## src/rtl/segre_core_ctrl.sv

```systemverilog
// Segre core multi-cycle sequencer: IF/ID/EX/MEM/WB state register, memory
// request handshakes, writeback gating, memory-wait watchdog and perf counters.

package segre_core_ctrl_pkg;
   typedef enum logic [2:0] {
      IF_STATE  = 3'd0,
      ID_STATE  = 3'd1,
      EX_STATE  = 3'd2,
      MEM_STATE = 3'd3,
      WB_STATE  = 3'd4
   } fsm_state_e;
endpackage

module segre_core_ctrl
   import segre_core_ctrl_pkg::*;
#(
   parameter int unsigned MEM_TIMEOUT = 16,
   parameter int unsigned CNT_W       = 32
) (
   input  logic             clk_i,
   input  logic             rst_i,
   input  logic             halt_i,
   input  logic             imem_ready_i,
   input  logic             dmem_ready_i,
   input  logic             memop_rd_i,
   input  logic             memop_wr_i,
   input  logic             rf_we_i,
   output fsm_state_e       fsm_state_o,
   output logic             imem_req_o,
   output logic             dmem_req_o,
   output logic             wb_rf_we_o,
   output logic             pc_we_o,
   output logic             mem_err_o,
   output logic [CNT_W-1:0] cycle_o,
   output logic [CNT_W-1:0] instret_o
);

   // Wide enough to hold MEM_TIMEOUT; saturates so a disabled watchdog never wraps to "idle".
   localparam int unsigned      WAIT_W    = $clog2(MEM_TIMEOUT + 2);
   localparam bit               WD_EN     = (MEM_TIMEOUT != 0);
   localparam logic [WAIT_W-1:0] WAIT_LAST = WD_EN ? WAIT_W'(MEM_TIMEOUT - 1) : '0;
   localparam logic [WAIT_W-1:0] WAIT_MAX  = '1;

   fsm_state_e        state;
   fsm_state_e        state_nxt;
   logic [WAIT_W-1:0] wait_cnt;
   logic              err;
   logic [CNT_W-1:0]  cycle_cnt;
   logic [CNT_W-1:0]  instret_cnt;
   logic              ireq;
   logic              dreq;
   logic              wait_inc;
   logic              timeout;

   // Handshake/enable decode and next-state selection
   always_comb begin
      ireq       = 1'b0;
      dreq       = 1'b0;
      wb_rf_we_o = 1'b0;
      pc_we_o    = 1'b0;
      state_nxt  = state;
      case (state)
         IF_STATE: begin
            ireq = !err && !(halt_i && (wait_cnt == '0));
            if (ireq && imem_ready_i) state_nxt = ID_STATE;
         end
         ID_STATE:  state_nxt = EX_STATE;
         EX_STATE:  state_nxt = (memop_rd_i || memop_wr_i) ? MEM_STATE : WB_STATE;
         MEM_STATE: begin
            dreq = !err;
            if (dreq && dmem_ready_i) state_nxt = WB_STATE;
         end
         WB_STATE: begin
            wb_rf_we_o = rf_we_i && !err;
            pc_we_o    = !err;
            state_nxt  = IF_STATE;
         end
         default:   state_nxt = IF_STATE;
      endcase
      if (err) state_nxt = state;
      wait_inc = (ireq && !imem_ready_i) || (dreq && !dmem_ready_i);
      timeout  = WD_EN && wait_inc && (wait_cnt == WAIT_LAST);
   end

   // State, watchdog and counters; an error freezes everything until reset
   always_ff @(posedge clk_i or posedge rst_i) begin
      if (rst_i) begin
         state       <= IF_STATE;
         wait_cnt    <= '0;
         err         <= 1'b0;
         cycle_cnt   <= '0;
         instret_cnt <= '0;
      end else if (!err) begin
         state     <= state_nxt;
         cycle_cnt <= cycle_cnt + CNT_W'(1);
         if (state_nxt != state) wait_cnt <= '0;
         else if (wait_inc && (wait_cnt != WAIT_MAX)) wait_cnt <= wait_cnt + WAIT_W'(1);
         if (timeout) err <= 1'b1;
         if (state == WB_STATE) instret_cnt <= instret_cnt + CNT_W'(1);
      end
   end

   assign fsm_state_o = state;
   assign imem_req_o  = ireq;
   assign dmem_req_o  = dreq;
   assign mem_err_o   = err;
   assign cycle_o     = cycle_cnt;
   assign instret_o   = instret_cnt;

endmodule

```

## config.mk

```make
export PLATFORM = sky130hd
export DESIGN_NAME = segre_core_ctrl
export DESIGN_NICKNAME = d
export VERILOG_FILES = /design/src/rtl/segre_core_ctrl.sv
export SDC_FILE = /design/constraint.sdc
export NUM_CORES = 1
export LEC_CHECK = 0
export ABC_CLOCK_PERIOD_IN_PS = 7100
export BUFFER_PORTS_ARGS = -buffer_cell sky130_fd_sc_hd__buf_4
export CORE_MARGIN = 5
export CORE_UTILIZATION = 34
export CTS_BUF_LIST = sky130_fd_sc_hd__clkbuf_16
export DETAILED_ROUTE_END_ITERATION = 10
export PLACE_DENSITY = 0.6
export RECOVER_POWER = 50
export SLEW_MARGIN = 20
export SYNTH_ARGS = -nofsm -noshare
export SYNTH_HDL_FRONTEND = slang
export SYNTH_SLANG_ARGS = --single-unit
```

## constraint.sdc

```tcl
create_clock -name clk_i -period 7.1 [get_ports clk_i]
set_input_delay 1.42 -clock clk_i [delete_from_list [all_inputs] [get_ports clk_i]]
set_output_delay 1.42 -clock clk_i [all_outputs]
set_load 0.01 [all_outputs]
```

# --- Word-level counts from Yosys, hierarchy flattened ---
# Index checks and enable logic that the tools add are counted.
op_classes:
  add_sub_neg: 3
  n_bitwise: 1
  n_reduce_logical: 20
  n_mux: 13
  eq_ne: 7
ops:
  columns: ["cell", "n"]
  rows:
  - ["32-bit by 1-bit adder with 32-bit output (second input constant)", 2]
  - ["3-bit 2-to-1 mux", 4]
  - ["3-bit one-hot mux with 4 select lines", 1]
  - ["5-bit 2-to-1 mux", 2]
  - ["1-bit logical AND", 9]
  - ["3-bit by 2-bit == test with 1-bit output (second input constant)", 2]
  - ["1-bit 2-to-1 mux", 6]
  - ["5-bit by 1-bit adder with 5-bit output (second input constant)", 1]
  - ["5-bit by 4-bit == test with 1-bit output (second input constant)", 1]
  - ["5-bit logical NOT", 1]
  - ["5-bit inequality test (second input constant)", 1]
  - ["1-bit logical NOT", 4]
  - ["2-bit AND reduction", 2]
  - ["3-bit by 1-bit == test with 1-bit output (second input constant)", 1]
  - ["3-bit == test (second input constant)", 1]
  - ["3-bit logical NOT", 1]
  - ["3-bit inequality test", 1]
  - ["1-bit logical OR", 2]
  - ["2-bit nonzero test", 1]
  - ["1-bit NOT", 1]
word_totals:
  word_cells: 49
  out_inout_bits: 72
  inputBits: 8
  ff_bits: 73

# --- Longest topological paths before layout ---
# Gate-level depths: netlist of run 1.
depth:
  ltp_word: 11
  depth_mapped: 8
  ltp_nobuf: 7

# --- Least setup slack after synthesis of run 1 ---
# Ideal clock, no wire load.
synth_timing:
  path_kind: "input to output"
  from: "input halt_i"
  to: "output imem_req_o"
  n_path_buf: 0
  path_stages: 2
  path_slack_ns: 3.818
  t_required_ns: 5.680
  arrival_ns: 1.862
  cell_sequence: "nand4bb_1 o211a_1"
synth_between:
  elab_chain_cells: 4
synth_lines:
  columns: ["item", "line_no", "rtl"]
  rows:
  - ["from (decl)", "22", "input logic halt_i,"]
  - ["1-bit logical AND", "64", "ireq = !err && !(halt_i && (wait_cnt == '0));"]
  - ["1-bit logical NOT", "64", null]
  - ["1-bit logical AND", "64", null]
  - ["1-bit 2-to-1 mux", "62", "case (state)"]
  - ["to (decl)", "29", "output logic imem_req_o,"]
# Every way passes these cells.

# --- Final worst setup path of run 1 ---
layout_timing:
  from: "register err, in the netlist mem_err_o"
  to: "output wb_rf_we_o"
layout_between:
  elab_chain_cells: 3
layout_lines:
  columns: ["item", "line_no", "rtl"]
  rows:
  - ["from (decl)", "47", "logic err;"]
  - ["from (signal assigned)", "90", "err <= 1'b0;"]
  - ["from (signal assigned)", "98", "if (timeout) err <= 1'b1;"]
  - ["1-bit logical NOT", null, null]
  - ["1-bit logical AND", "74", "wb_rf_we_o = rf_we_i && !err;"]
  - ["1-bit 2-to-1 mux", "62", null]
  - ["to (decl)", "31", "output logic wb_rf_we_o,"]
# Every way passes these cells.

==> out/summary.txt, run 1 <==
status -> finished with violations
failing checks -> capacitance limit, slew limit
post_cts resized -> 0
CP required -> 5.68 ns
FP Rows -> 38
clk_lat worst skew -> 0.32 ns
Commonest cells post-synth -> dfrtp_1, xnor2_1, nand4_1, nand3_1, nand2_1
FF-to-FF path depth -> 4
crit end category -> output port
register area share after synthesis -> 49.4%
largest net degree at the start of global routing -> 74
Syn Nets -> 335
routability cong. -> 0.772
Clock Tree Root -> clkbuf_16
combinational share of power -> 1.6%
core area -> 10700 um^2
Synth cell types -> 45
Synth top area share -> 49.4%
Reg power frac -> 47.5%
multiplexer share of the synthesized area -> 1.01%
Vert. Die Dim -> 114 um
number of synthesized flops with an enable pin -> 0
cell-internal power -> 692 uW
Synth Area in Adders -> 2.03%
Ant. Diodes -> 0
remaining routing DRC violations -> 0
global-route wire length before repair -> 13700 um
Via density -> 5.01
total of max-cap violations -> 2
Post-DRT Antenna Nets -> 0
fin crit period -> 4.24 ns
FF+latch count, synth -> 73
Mean Syn Cell Area -> 11.5 um^2
worst relative slew slack -> -24.9%
Synth Warn # -> 0
share of layout cells above drive strength 1 -> 27.6%
Final setup viols -> 0
area leader, netlist -> dfrtp_1
Synth Area in Compound Gates -> 4.97%
area occupied by multi-input gates -> 1720 um^2
wire per inst -> 14.9 um
worst hold path class -> reg -> reg
CTS H-tree depth -> 3
layout overhead on the synthesized area -> 25.8%
Post-CTS Hold Fix Bufs -> 0
crit-path cells -> nor4b_1 > and2_1 > buf_4
pwr/cell area -> 189 nW/um^2
Gate Count Post-Synth -> 321
PortBufs -> 79
Max Buffers Root-to-Sink -> 2
CTS tree -> built
Critical Path Start Type -> register
Worst EP arrival -> 2.82 ns
CP Launch Point -> mem_err_o$_DFF_PP0_
post-route clock period utilization -> 59.7%
initial detailed-routing violation count -> 185
placed inst area -> 4380 um^2
clock sinks -> 73
Setup TNS -> 0 ns
# IOs -> 80
Pwr Total -> 880 uW
main combinational cell family by area after synthesis -> simple AND/OR/NAND/NOR gates
Setup Fix Bufs, Post-CTS -> 0
CP max stage cell -> nor4b_1
antenna violations before repair -> 0
M1 WL -> 3720 um
DR pass1 iterations -> 4
via count -> 2736
GRT Total Usage -> 12.9%
Hold Path Origin -> instret_o[31]$_DFFE_PP0P_
Critical Path Sink -> wb_rf_we_o
number of global-route vias before repair -> 2750
Psw -> 188 uW
reg2reg start -> mem_err_o$_DFF_PP0_
RSZ-0062 raised after global routing -> no
Die W -> 114 um
Starting Density -> 34.4%
FF-to-FF setup slack -> 3.64 ns
met2 wire length -> 3770 um
Synth Area in XOR/XNOR -> 15.3%
Worst VDD drop -> 0.131 mV
layout net count -> 415
R2R Path End -> instret_o[21]$_DFFE_PP0P_
Lkg Pwr -> 0.00220 uW
FF/Latch Area -> 1830 um^2
clock share of power -> 50.9%
count leader, synth -> dfrtp_1
max frequency -> 236 MHz
total wire length -> 8150 um
Final Hold Fails -> 0
clk_skew -> 0.00749 ns
die area -> 13100 um^2
dpl hpwl -> 5660 um
Final Max Slew Viols -> 29
Filler Cells Inserted -> 1074
critical path class -> reg -> out
largest cells by area after synthesis -> dfrtp_1, xnor2_1, nand4_1, and4_1, nand3_1
Post-Syn Area -> 3700 um^2
total congestion overflow -> 0
ys async rst share -> 100%
met3 routed WL -> 614 um
Design Area, Final -> 4650 um^2
clock-pin slew on the worst setup and hold paths -> 0.06 ns
Max Fanout on Critical Path -> 15
switching share of power -> 21.4%
dominant synthesized flop cell -> dfrtp_1
simple-gate share of the synthesized area -> 23.8%
hold depth -> 1
delay of the slowest critical-path stage -> 1.56 ns
CTS buffer count -> 9
top sig layer -> met4
pin slew with the least headroom to its limit -> 1.85 ns
sequential cells by signal (all words and copies together) (netlist names):
name,cells
cycle_o,32
fsm_state_o,3
wait_cnt,5
instret_o,32
mem_err_o,1
critical path: cells and delay by family (launching register included):
family | cells | cell delay (ns)
AND/OR/NAND/NOR | 2 | 1.82
flip-flops | 1 | 0.55
buffers and inverters | 1 | 0.12
stage by stage:
step | setup slack [ns] | hold slack [ns] | cells | utilization [%]
detailed placement | 3.58 | 0.468 | 530 | 40.8
floorplan | 3.82 | 0.507 | 321 | -
global placement | 3.59 | 0.466 | 530 | 40.8
global route | 2.60 | 0.507 | 546 | 43.3
finish | 2.86 | 0.474 | 546 | 43.3
CTS | 3.57 | 0.481 | 546 | 43.5
worst min-delay path by stage:
stage / end / slack [ns]
after floorplan: instret_o[31]$_DFFE_PP0P_ / 0.51
after global placement: instret_o[31]$_DFFE_PP0P_ / 0.47
after detailed placement: instret_o[31]$_DFFE_PP0P_ / 0.47
after CTS: instret_o[31]$_DFFE_PP0P_ / 0.48
after global routing: instret_o[31]$_DFFE_PP0P_ / 0.51
final: instret_o[31]$_DFFE_PP0P_ / 0.47
cell usage in the layout (no fill, tap or decap), types with 2 or more instances in the layout:
cell	netlist	routed
nand2b_1	2	2
xor2_1	5	5
nand4_2	2	2
and4_1	11	12
nor2_1	10	10
nand4_1	31	31
buf_4	2	77
ha_1	6	6
nor3_1	5	7
xnor2_1	54	54
xnor2_2	3	3
inv_1	10	10
nand2_1	17	17
and2_1	6	6
nand3_1	19	19
nor4_1	3	3
clkinv_1	0	2
o31ai_1	2	2
clkbuf_16	0	9
clkinvlp_4	0	2
nand3_2	2	2
dfrtp_1	73	73
clkbuf_4	0	3
nand4_4	3	3
a21oi_1	6	6
o21ai_0	7	7
and3_1	12	12
o211a_1	2	2
mux2_2	2	2
routing by layer:
layer,vias to the layer above,track usage (%)
met5,-,0
met4,0,2.69
met3,4,4.92
met2,71,20.5
met1,1343,16.9
li1,1318,-
cell type report:
class                   instances  share of cell area [%]
inverters                      10                   0.807
flip-flops and latches         73                    39.3
multi-input cells             227                    36.9
clock inverters                 7                    1.51
clock buffers                   9                    4.84
repair buffers                 80                    12.9
well taps                     140                    3.77
cells by family (layout without fill, tap and decap cells):
group,after synthesis,in the layout
simple gates,132,132
compound gates,24,24
mux,3,3
buf+inv,21,106
flops,73,73
xor+xnor,62,62
fa+ha+maj,6,6
power groups by stage:
stage	registers (uW)	logic, uW	clock network [uW]
finish	417	14.4	448
global route	417	17.1	482
CTS	417	15.7	464
detailed placement	425	15.5	0
global placement	425	15.3	0
floorplan	425	9.12	0
Note: power is estimated with default switching activity, not from simulation.
==> inputs of run 2 (changes only) <==
--- a/config.mk
+++ b/config.mk
@@ -5,13 +5,13 @@
 export SDC_FILE = /design/constraint.sdc
 export NUM_CORES = 1
 export LEC_CHECK = 0
-export ABC_CLOCK_PERIOD_IN_PS = 7100
+export ABC_CLOCK_PERIOD_IN_PS = 3700
 export BUFFER_PORTS_ARGS = -buffer_cell sky130_fd_sc_hd__buf_4
 export CORE_MARGIN = 5
 export CORE_UTILIZATION = 34
 export CTS_BUF_LIST = sky130_fd_sc_hd__clkbuf_16
 export DETAILED_ROUTE_END_ITERATION = 10
-export PLACE_DENSITY = 0.6
+export PLACE_DENSITY = 0.62
 export RECOVER_POWER = 50
 export SLEW_MARGIN = 20
 export SYNTH_ARGS = -nofsm -noshare
==> constraint.sdc (replaced) <==
create_clock -name clk_i -period 3.7 [get_ports clk_i]
set_input_delay 0.74 -clock clk_i [delete_from_list [all_inputs] [get_ports clk_i]]
set_output_delay 0.74 -clock clk_i [all_outputs]
set_load 0.01 [all_outputs]
==> run 2 against run 1 <==
  * The run now ends clean
  * Setup slack worse by 1.8 ns
  * Clock power rose by 120%
  * Wire length increased by 0.34%
  * Via count is 0.48% higher
  * Design area decreased by 0.70%
  * Critical path depth unchanged
  * Global-route usage down 0.14 points
  * Critical endpoint unchanged
==> out/summary.txt, run 2 (synthesized netlist as in run 1, its figures left out) <==
max frequency -> 386 MHz
Critical Path Sink -> wb_rf_we_o
dpl hpwl -> 5980 um
clk_lat worst skew -> 0.32 ns
Setup TNS -> 0 ns
reg2reg start -> mem_err_o$_DFF_PP0_
fin crit period -> 2.59 ns
routability cong. -> 0.782
status -> complete, no violations
pin slew with the least headroom to its limit -> 1.43 ns
Die W -> 114 um
pwr/cell area -> 390 nW/um^2
Final Hold Fails -> 0
Lkg Pwr -> 0.00213 uW
CP required -> 2.96 ns
Post-DRT Antenna Nets -> 0
layout net count -> 415
post_cts resized -> 0
most frequent cells in the layout -> dfrtp_1, xnor2_1, buf_4
Critical Path Start Type -> register
Setup Fix Bufs, Post-CTS -> 0
Clock Tree Root -> clkbuf_16
Max Buffers Root-to-Sink -> 2
final core occ -> 43.0%
post-route clock period utilization -> 70.0%
PortBufs -> 79
CP max stage cell -> nor4b_4
Buf/Inv on CP -> 1
FF-to-FF path depth -> 4
total wire length -> 8180 um
remaining routing DRC violations -> 0
RSZ-0062 raised after global routing -> no
initial detailed-routing violation count -> 114
largest net degree at the start of global routing -> 38
worst hold path class -> reg -> reg
Post-CTS Hold Fix Bufs -> 0
worst relative slew slack -> 4.75%
core area -> 10700 um^2
total of max-cap violations -> 0
clock-pin slew on the worst setup and hold paths -> 0.06 ns
# IOs -> 80
filler-free cell count of the finished design -> 546
CTS buffer count -> 9
FF-to-FF setup slack -> 1.35 ns
crit-path cells -> nor4b_4 > and2_1 > buf_4
Vert. Die Dim -> 114 um
delay of the slowest critical-path stage -> 0.65 ns
global-route wire length before repair -> 13700 um
Final Max Slew Viols -> 0
Via density -> 5.03
Worst VDD drop -> 0.225 mV
most common cell after layout, fill and taps aside -> dfrtp_1
cell family with most CP delay -> simple AND/OR/NAND/NOR gates
CTS H-tree depth -> 3
antenna violations before repair -> 0
Starting Density -> 34.4%
layout overhead on the synthesized area -> 24.9%
Max Fanout on Critical Path -> 15
number of global-route vias before repair -> 2684
share of layout cells above drive strength 1 -> 21.9%
placed cells -> 530
GRT Total Usage -> 12.8%
via count -> 2749
crit end category -> output port
FP Rows -> 38
Ant. Diodes -> 0
Final setup viols -> 0
CP Launch Point -> mem_err_o$_DFF_PP0_
Filler Cells Inserted -> 1061
CTS tree -> built
clk_skew -> 0.00472 ns
WP depth -> 3
clock sinks -> 73
DR pass1 iterations -> 4
die area -> 13100 um^2
Worst EP arrival -> 1.85 ns
R2R Path End -> instret_o[24]$_DFFE_PP0P_
wire per inst -> 15.0 um
total congestion overflow -> 0
critical path class -> reg -> out
==> run 2: cell count changes in the layout (fill, tap and decap cells not counted), sizes merged <==
cell | before | now
buf | 77 | 52
bufinv | 1 | 3
clkbuf | 12 | 37
clkinvlp | 2 | 0
==> run 2: how the worst min path moves through the flow <==
stage                                    from                   endpoint  slack (ns)  depth (start not counted)
floorplan           instret_o[31]$_DFFE_PP0P_  instret_o[31]$_DFFE_PP0P_        0.51                          1
global placement    instret_o[31]$_DFFE_PP0P_  instret_o[31]$_DFFE_PP0P_        0.46                          1
detailed placement  instret_o[31]$_DFFE_PP0P_  instret_o[31]$_DFFE_PP0P_        0.47                          1
CTS                 instret_o[31]$_DFFE_PP0P_  instret_o[31]$_DFFE_PP0P_        0.48                          1
global route        instret_o[31]$_DFFE_PP0P_  instret_o[31]$_DFFE_PP0P_        0.50                          1
finish              instret_o[31]$_DFFE_PP0P_  instret_o[31]$_DFFE_PP0P_        0.47                          1
==> run 2: area by class of cell <==
cell class / count / area, um^2 / area share (%)
multi-input combinational: 227 / 1740 / 37.8
inverter: 10 / 37.5 / 0.813
clock buffer: 9 / 225 / 4.88
tap: 140 / 175 / 3.79
timing repair buffer: 80 / 500 / 10.8
clock inverter: 7 / 110 / 2.38
sequential: 73 / 1830 / 39.5
==> run 2: where the power goes <==
| part | switching (uW) | total, uW | internal, uW |
|---|---|---|---|
| Clock | 318 | 971 | 653 |
| Combinational | 20.5 | 27.9 | 7.41 |
| Sequential | 2.42 | 802 | 799 |
==> run 2: through the flow <==
step	area, um^2	hold slack, ns	power [uW]	setup slack, ns
finish	4620	0.474	1800	1.11
global route	4620	0.502	1860	0.761
CTS	4730	0.476	1830	1.10
detailed placement	4400	0.468	848	1.41
global placement	4400	0.464	847	1.45
floorplan	3700	0.507	832	1.11
==> run 2: metal layers <==
metal / wire length [um] / vias to the layer above / part of all wire, % / track usage, %
met5: 0 / - / 0 / 0
met4: 40 / 0 / 0.49 / 3.48
met3: 490 / 4 / 6.0 / 3.49
met2: 3860 / 65 / 47 / 19.8
met1: 3780 / 1359 / 46 / 17.7
li1: - / 1321 / - / -
==> inputs of run 3 (changes only) <==
--- a/config.mk
+++ b/config.mk
@@ -5,7 +5,7 @@
 export SDC_FILE = /design/constraint.sdc
 export NUM_CORES = 1
 export LEC_CHECK = 0
-export ABC_CLOCK_PERIOD_IN_PS = 3700
+export ABC_CLOCK_PERIOD_IN_PS = 2100
 export BUFFER_PORTS_ARGS = -buffer_cell sky130_fd_sc_hd__buf_4
 export CORE_MARGIN = 5
 export CORE_UTILIZATION = 34
==> constraint.sdc (replaced) <==
create_clock -name clk_i -period 2.1 [get_ports clk_i]
set_input_delay 0.42 -clock clk_i [delete_from_list [all_inputs] [get_ports clk_i]]
set_output_delay 0.42 -clock clk_i [all_outputs]
set_load 0.01 [all_outputs]
==> run 3 against run 2 <==
  * Total power increased by 61%
  * Register-to-register slack got worse by 1.2 ns
  * Final cell count increased by 4.4%
  * Non-clock buffer count increased by 24
  * Global-route usage increased by 0.27 points
  * Setup slack got worse by 1.1 ns
  * Combinational power increased by 100%
  * Hold slack got worse by 0.038 ns
  * Clock skew increased by 0.0034 ns
  * Core utilization increased by 1.7 points
  * Design area increased by 3.8%
  * Highest routed layer unchanged
==> out/summary.txt, run 3 (synthesized netlist as in run 1, its figures left out) <==
Max Fanout on Critical Path -> 4
max frequency -> 481 MHz
layout net count -> 439
via count -> 2874
total of max-cap violations -> 0
Filler Cells Inserted -> 1060
global-route wire length before repair -> 14000 um
number of global-route vias before repair -> 2857
die area -> 13100 um^2
worst relative slew slack -> 33.4%
CTS tree -> built
wire per inst -> 14.7 um
Worst Hold Path EP -> fsm_state_o[2]$_DFFE_PP0N_
remaining routing DRC violations -> 0
# IOs -> 80
Die W -> 114 um
clock-pin slew on the worst setup and hold paths -> 0.06 ns
crit end category -> output port
Lkg Pwr -> 0.00223 uW
PortBufs -> 79
dpl hpwl -> 5870 um
status -> complete, no violations
Worst EP arrival -> 1.66 ns
FF-to-FF path depth -> 8
CTS buffer count -> 9
total wire length -> 8370 um
Post-DRT Antenna Nets -> 0
Ant. Diodes -> 0
reg2reg start -> wait_cnt[0]$_DFFE_PP0P_
Max Buffers Root-to-Sink -> 2
clk_lat worst skew -> 0.32 ns
largest net degree at the start of global routing -> 74
total congestion overflow -> 0
Final setup viols -> 0
pin slew with the least headroom to its limit -> 0.999 ns
Pwr Total -> 2900 uW
Final Hold Fails -> 0
fin crit period -> 2.08 ns
routability cong. -> 0.789
post-route clock period utilization -> 99.0%
antenna violations before repair -> 0
Post-CTS Hold Fix Bufs -> 0
Vert. Die Dim -> 114 um
GRT Total Usage -> 13.0%
worst hold path class -> in -> reg
share of layout cells above drive strength 1 -> 27.4%
Final Max Slew Viols -> 0
FF-to-FF setup slack -> 0.11 ns
CTS H-tree depth -> 3
Starting Density -> 34.4%
layout overhead on the synthesized area -> 29.7%
Worst VDD drop -> 0.283 mV
clk_skew -> 0.00809 ns
R2R Path End -> wait_cnt[1]$_DFFE_PP0P_
CP required -> 1.68 ns
core area -> 10700 um^2
FF/Latch Area -> 1830 um^2
pwr/cell area -> 604 nW/um^2
FP Rows -> 38
Clock Tree Root -> clkbuf_16
Via density -> 5.04
initial detailed-routing violation count -> 210
Critical Path Start Type -> register
clock sinks -> 73
hold depth -> 4
critical path class -> reg -> out
area occupied by multi-input gates -> 1790 um^2
Hold Path Origin -> memop_rd_i
DR pass1 iterations -> 6
final hold slack -> 0.436 ns
most frequent cells in the layout -> dfrtp_1, buf_4, xnor2_1
==> run 3: cell count changes in the layout (fill, tap and decap cells not counted), moves of 2 or more <==
cell       before  now
buf_4          52   73
bufinv_16       3    1
clkbuf_1       26   28
clkinv_2        0    2
ha_1            6    4
==> run 3: worst max-delay path, stage by stage (launching register included) <==
cell and delay (ns):
dfrtp_1 0.39, buf_4 0.15, inv_2 0.05, ha_1 0.16
nand4bb_1 0.17, o211a_1 0.28, buf_4 0.15
==> run 3: area by class of cell <==
cell class              count  area share (%)
clock buffers               9            4.69
clock inverters             7            1.15
inverters                  10           0.809
multi-input cells         227            37.3
flip-flops and latches     73            38.1
well taps                 140            3.65
repair buffers            104            14.3
==> run 3: repair_timing <==
item | in CTS | in global routing
endpoints found under the setup margin | 2 | 6
buffers inserted | 2 | 5
pin swaps | 3 | 5
endpoints found under the hold margin | 0 | 0
resized for setup | 0 | 8
==> run 3: per-stage QoR <==
stage / instance area, um^2 / utilization, % / std cells / worst slack [ns] / setup TNS [ns]
finish: 4800 / 44.6 / 570 / 0.0213 / 0
global route: 4800 / 44.6 / 570 / -0.0162 / -0.0162
CTS: 4840 / 45.1 / 565 / 0.000482 / 0
detailed placement: 4550 / 42.3 / 547 / 0.0193 / 0
global placement: 4550 / 42.3 / 547 / 0.0808 / 0
floorplan: 3710 / - / 321 / 0.0473 / 0
==> run 3: how the worst max path moves through the flow <==
stage	start	endpoint	slack [ns]	cells past startpoint
6_report	wait_cnt[0]$_DFFE_PP0P_	imem_req_o	0.02	6
5_1_grt	wait_cnt[0]$_DFFE_PP0P_	imem_req_o	-0.02	6
4_1_cts	wait_cnt[1]$_DFFE_PP0P_	wait_cnt[3]$_DFFE_PP0P_	0.0005	7
3_5_place_dp	wait_cnt[1]$_DFFE_PP0P_	wait_cnt[3]$_DFFE_PP0P_	0.02	7
3_3_place_gp	wait_cnt[1]$_DFFE_PP0P_	wait_cnt[3]$_DFFE_PP0P_	0.08	7
2_1_floorplan	wait_cnt[0]$_DFFE_PP0P_	wait_cnt[3]$_DFFE_PP0P_	0.05	7
==> run 3: report_power, final <==
group | switching (uW) | internal [uW] | total [uW] | leakage [uW]
Clock | 535 | 897 | 1430 | 0.000150
Sequential | 0.950 | 1410 | 1410 | 0.00100
Combinational | 40.1 | 16.0 | 56.1 | 0.00107
==> run 3: routing by layer <==
layer	track usage, %	wire length (um)	up-vias
met4	3.80	80	0
met3	3.59	390	8
met5	0	0	-
met1	16.6	3790	1446
li1	-	-	1365
met2	21.8	4100	55
